[src/rtl/control.sv]
// ----------------------------------------------------------------------------
// control : main opcode decoder for the single-issue RV32 datapath.
//           Combinational decode feeding one registered output stage.
// Revision: 1.0
// ----------------------------------------------------------------------------
`default_nettype none

module control (
   input  logic       clk,
   input  logic       rst,
   input  logic [6:0] opcode,
   output logic       ALUsrc,
   output logic       mem2reg,
   output logic       reg_write,
   output logic       mem_read,
   output logic       mem_write,
   output logic       branch,
   output logic [1:0] ALU_op,
   output logic       illegal
);

   localparam logic [6:0] OP_RTYPE  = 7'b0110011;
   localparam logic [6:0] OP_IALU   = 7'b0010011;
   localparam logic [6:0] OP_LOAD   = 7'b0000011;
   localparam logic [6:0] OP_STORE  = 7'b0100011;
   localparam logic [6:0] OP_BRANCH = 7'b1100011;
   localparam logic [6:0] OP_JALR   = 7'b1100111;

   // Packed as {ALUsrc, mem2reg, reg_write, mem_read, mem_write, branch, ALU_op, illegal}
   logic [8:0] ctrl_next;
   logic [8:0] ctrl_reg;

   // Unknown opcode bits miss every case item and fall through to illegal.
   always_comb begin
      ctrl_next = 9'b0_0_0_0_0_0_00_1;
      case (opcode)
         OP_RTYPE:  ctrl_next = 9'b0_0_1_0_0_0_10_0;
         OP_IALU:   ctrl_next = 9'b1_0_1_0_0_0_11_0;
         OP_LOAD:   ctrl_next = 9'b1_1_1_1_0_0_00_0;
         OP_STORE:  ctrl_next = 9'b1_0_0_0_1_0_00_0;
         OP_BRANCH: ctrl_next = 9'b0_0_0_0_0_1_01_0;
         OP_JALR:   ctrl_next = 9'b0_0_0_0_0_1_01_0;
         default:   ctrl_next = 9'b0_0_0_0_0_0_00_1;
      endcase
   end

   always_ff @(posedge clk) begin
      if (rst) begin
         ctrl_reg <= 9'b0;
      end else begin
         ctrl_reg <= ctrl_next;
      end
   end

   assign ALUsrc    = ctrl_reg[8];
   assign mem2reg   = ctrl_reg[7];
   assign reg_write = ctrl_reg[6];
   assign mem_read  = ctrl_reg[5];
   assign mem_write = ctrl_reg[4];
   assign branch    = ctrl_reg[3];
   assign ALU_op    = ctrl_reg[2:1];
   assign illegal   = ctrl_reg[0];

endmodule

`default_nettype wire

[config.mk]
export PLATFORM = sky130hd
export DESIGN_NAME = control
export DESIGN_NICKNAME = d
export VERILOG_FILES = /design/src/rtl/control.sv
export SDC_FILE = /design/constraint.sdc
export NUM_CORES = 1
export LEC_CHECK = 0
export ABC_AREA = 0
export CELL_PAD_IN_SITES_DETAIL_PLACEMENT = 1
export CELL_PAD_IN_SITES_GLOBAL_PLACEMENT = 2
export CORE_UTILIZATION = 18
export CTS_CLUSTER_SIZE = 40
export DETAILED_ROUTE_END_ITERATION = 8
export PLACE_DENSITY_LB_ADDON = 0.1
export SYNTH_ARGS = -nofsm -noshare
export SYNTH_HDL_FRONTEND = slang
export SYNTH_SLANG_ARGS = --single-unit
[constraint.sdc]
create_clock -name clk -period 1.05 [get_ports clk]
set_input_delay 0.21 -clock clk [delete_from_list [all_inputs] [get_ports clk]]
set_output_delay 0.21 -clock clk [all_outputs]
set_load 0.01 [all_outputs]
== Yosys cells after proc, flatten, opt, wreduce, memory -nomap -nowiden ==
Cells that the tools add are included.
Storage, ports and cells
  flip-flop bits (word level): 9
  latch bits: 0
  RAM bits: 0
  ROM bits: 0
  bits of input ports: 9
  output and inout port bits: 9
  word-level logic and storage cells: 9
  memories: 0
Cells by class
  add/subtract/negate cells: 0
  $mul: 0
  div/mod/pow operators: 0
  order comparisons: 0
  equal/unequal tests: 6
  shift operators: 0
  muxes and demuxes: 1
  bitwise logic cells: 0
  reduce and logical (&&, ||, !) cells: 1
Operator list (number)
  $pmux W9 S5: 1
  $eq A7 B6 Y1 const B: 2
  $eq A7 B7 Y1 const B: 2
  $eq A7 B2 Y1 const B: 1
  $eq A7 B5 Y1 const B: 1
  $reduce_or A2 Y1: 1

== Longest topological paths before layout ==
Gate-level depths: netlist of the first run.
  depth in word-level cells: 3
  depth in mapped cells: 3
  gate-level depth less buffers: 2

== Worst setup path after synthesis of the first run ==
OpenSTA, ideal clock, no wires.
  kind: input to register
  start: input opcode[5]
  end: register ctrl_reg[1]
  library setup time: 0.070 ns
  arrival time: 0.840 ns
  path slack: 0.140 ns
  stages: 2
  buffers on the path: 0
  path through: or4b_1 > a21oi_1
Between the ends
  cells in the longest elaborated chain, start to end: 3
  elaborated cells between the ends (all ways): 8
  those cells by class: 6 x eq/ne; 1 x mux; 1 x reduce/logical
Ends and longest elaborated chain
  start, declared: RTL line 11  | input logic [6:0] opcode,
  $eq A7 B7 Y1: RTL line 36  | case (opcode)
  $reduce_or A2 Y1 (no source line)
  $pmux W9 S5 *: RTL line 36
  end signal, assigned: RTL line 51  | ctrl_reg <= ctrl_next;
  end, declared: RTL line 31  | logic [8:0] ctrl_reg;
Mark *: on every way between the ends. The rest lies on a longest branch, timed or not.
A chain may end at the register's enable or synchronous reset.

==> results of run 1 <==
[layer usage]
layer  vias up  track usage
li1        141            -
met1       122      0.09358
met2        13       0.1281
met3         0      0.06466
met4         0      0.03871
met5         -            0
[report_power, final]
| part | total [mW] | internal (mW) | switching [mW] |
|---|---|---|---|
| sequential | 0.311 | 0.309 | 0.00172 |
| combinational | 0.0744 | 0.0457 | 0.0287 |
| clock | 0.229 | 0.130 | 0.0983 |
| total | 0.614 | 0.485 | 0.129 |
[area by class of cell]
cell class	instances	area [µm²]
flip-flops and latches	8	160.2
clock buffers	3	22.52
multi-input cells	15	112.6
inverters	1	3.754
fillers	184	997.2
repair buffers	21	190.2
well taps	16	20.02
[placed cells by master (no fill, tap or decap)]
cell,n
or4b_1,1
dlymetal6s2s_1,1
nor4_1,1
clkdlybuf4s50_1,4
dlygate4sd2_1,6
nand3b_1,1
inv_1,1
clkbuf_4,3
nor2_1,1
nor3_1,2
a21oi_2,1
clkbuf_2,1
clkdlybuf4s15_1,5
buf_4,4
o21ba_2,1
dfxtp_1,8
o2bb2ai_1,1
nor3b_1,1
a211oi_1,1
nand4bb_1,1
nor2b_1,1
and3b_1,1
or2_1,1
[kinds of logic (layout without fill, tap and decap cells)]
logic type             Yosys count  count (layout)  share of synthesized area
flip-flops                       8               8                     0.5565
buffers and inverters            3              25                    0.06519
AND/OR/NAND/NOR                 11              11                     0.2696
AO/OA/AOI/OAI                    4               4                     0.1087
[worst min path at each step]
stage	start	endpoint	slack, ns	depth (start not counted)
after floorplan	opcode[4]	ctrl_reg[7]	0.29	1
after global placement	opcode[5]	ctrl_reg[1]	0.89	3
after detailed placement	opcode[5]	ctrl_reg[1]	0.89	3
after CTS	opcode[2]	ctrl_reg[1]	0.39	3
after global routing	opcode[5]	ctrl_reg[7]	0.28	3
final	opcode[5]	ctrl_reg[7]	0.28	3
[what timing repair did]
action	CTS	global route
setup endpoints to repair	11	9
gates resized for setup	13	8
buffers inserted	0	0
pin swaps	2	2
[tightest hold or removal path: stages]
cell and delay, ns:
dlymetal6s2s_1 0.10, buf_4 0.12, nor4_1 0.05
==> flow_metrics.env, run 1 <==
export IMPL_status="finished, final reports clean"
export IMPL_synth_fp_nets=35
export IMPL_antenna_found_initial=0
export IMPL_clk_pin_slew_ns=0.05
export IMPL_grt_pass1_wl_um=1069
export IMPL_irDropWorstVdd_v=0.0003568
export IMPL_vias=276
export IMPL_gp_congestion=0.6435
export IMPL_die_y_um=41.99
export IMPL_slowest_delay_ns=0.31
export IMPL_syn_inst=26
export IMPL_synth_seq_cells=8
export IMPL_via_per_inst=4.313
export IMPL_cts_sinks=8
export IMPL_firstDrtPassIters=5
export IMPL_drive_gt1_frac=0.2083
export IMPL_num_io_pins=18
export IMPL_row_count=14
export IMPL_critPathSlowestCell="dfxtp_1"
export IMPL_dieArea_mm2=0.001763
export IMPL_crit_end="mem_read"
export IMPL_synthTopCellsByCount="dfxtp_1, buf_4, nor3_1"
export IMPL_finalMaxSlewViolations=0
export IMPL_cp_arrival_ns=0.81
export IMPL_drv_cap=0
export IMPL_hold_ws_ns=0.2828
export IMPL_crit_buf_inv=1
export IMPL_synth_most_common_cell="dfxtp_1"
export IMPL_synthArstFlopShare=0
export IMPL_synth_cell_types=17
export IMPL_worstPathMaxFanout=2
export IMPL_fin_setup_tns_ns=0
export IMPL_finalSetupViolCount=0
export IMPL_htreeDepth=1
export IMPL_power_density_mw_per_mm2=1205
export IMPL_place_area_um2=493.0
export IMPL_grt_ovfl_total=0
export IMPL_worst_setup_path_type="register to output pin"
export IMPL_core_area_mm2=0.001506
export IMPL_finalPower_mw=0.6138
export IMPL_drtIter0Drc=3
export IMPL_cp_top_family="flip-flops"
export IMPL_rsz0062_at_grt="true"
export IMPL_leakagePower_nw=0.2240
export IMPL_fin_crit_sh=0.9748
export IMPL_synth_top_cell_by_area="dfxtp_1"
export IMPL_io_buffer_count=17
export IMPL_cp_cell_sequence="dlygate4sd2_1"
export IMPL_dpl_hpwl_um=539.9
export IMPL_max_freq_mhz=977.0
export IMPL_synthTopCellsByArea="dfxtp_1, buf_4, nand4bb_1, nor3_1, o21ba_2"
export IMPL_dp_cells=61
export IMPL_final_core_util=0.3380
export IMPL_finalNonFillerCells=64
export IMPL_synth_top_cell_area_share=0.5565
export IMPL_met2_wirelength_um=334
export IMPL_crit_start="ctrl_reg[7]"
export IMPL_dr_wl_met3_um=54
export IMPL_antenna_cells=0
export IMPL_cts_buffers_inserted=3
export IMPL_hold_buffers=0
export IMPL_worst_slack_ns=0.02642
export IMPL_synth_top_flop_cell="dfxtp_1"
export IMPL_cp_start_kind="register"
export IMPL_hold_viol_final=0
export IMPL_synth_edf_count=0
export IMPL_cts_tree="done"
export IMPL_max_slew_margin=0.8417
export IMPL_avgSynthCellArea_um2=11.07
export IMPL_top_layer_used="met3"
export IMPL_cts_root_buf="clkbuf_4"
export IMPL_ys_seq_area_frac=0.5565
export IMPL_start_util=0.1910
export IMPL_place_ws_ns=-0.3309
export IMPL_synthToLayoutAreaGrowth_pct=76.96
export IMPL_crit_cells=1
export IMPL_fin_crit_ns=1.024
export IMPL_fin_area_um2=509.2
export IMPL_grt_pass1_vias=255
export IMPL_drt_met1_wl_um=291
export IMPL_post_route_drc_count=0
export IMPL_hold_path_class="primary input to register"
export IMPL_dieWidth_um=41.99
export IMPL_required_ns=0.84
export IMPL_syn_area_um2=287.8
export IMPL_grt_max_degree=8
export IMPL_end_kind="output pin"
export IMPL_track_usage=0.08731
export IMPL_drt_total_wl_um=680
export IMPL_fin_nets=59
export IMPL_largest_reg_flops=8
export IMPL_timing_worst_slew_pin_value_ns=0.2353
export IMPL_ys_warnings_count=0
export IMPL_clockBufferDepth=2
export IMPL_ant_nets=0
export IMPL_post_drt_wl_per_cell_um=10.63
No activity file was read; power rests on OpenSTA's default activity.
==> inputs of run 2 (changes only) <==
Settings changed: CTS_CLUSTER_DIAMETER set to 40.
==> results of run 2 <==
Same layout as run 1: the final DEF is identical, and so are final timing and power.
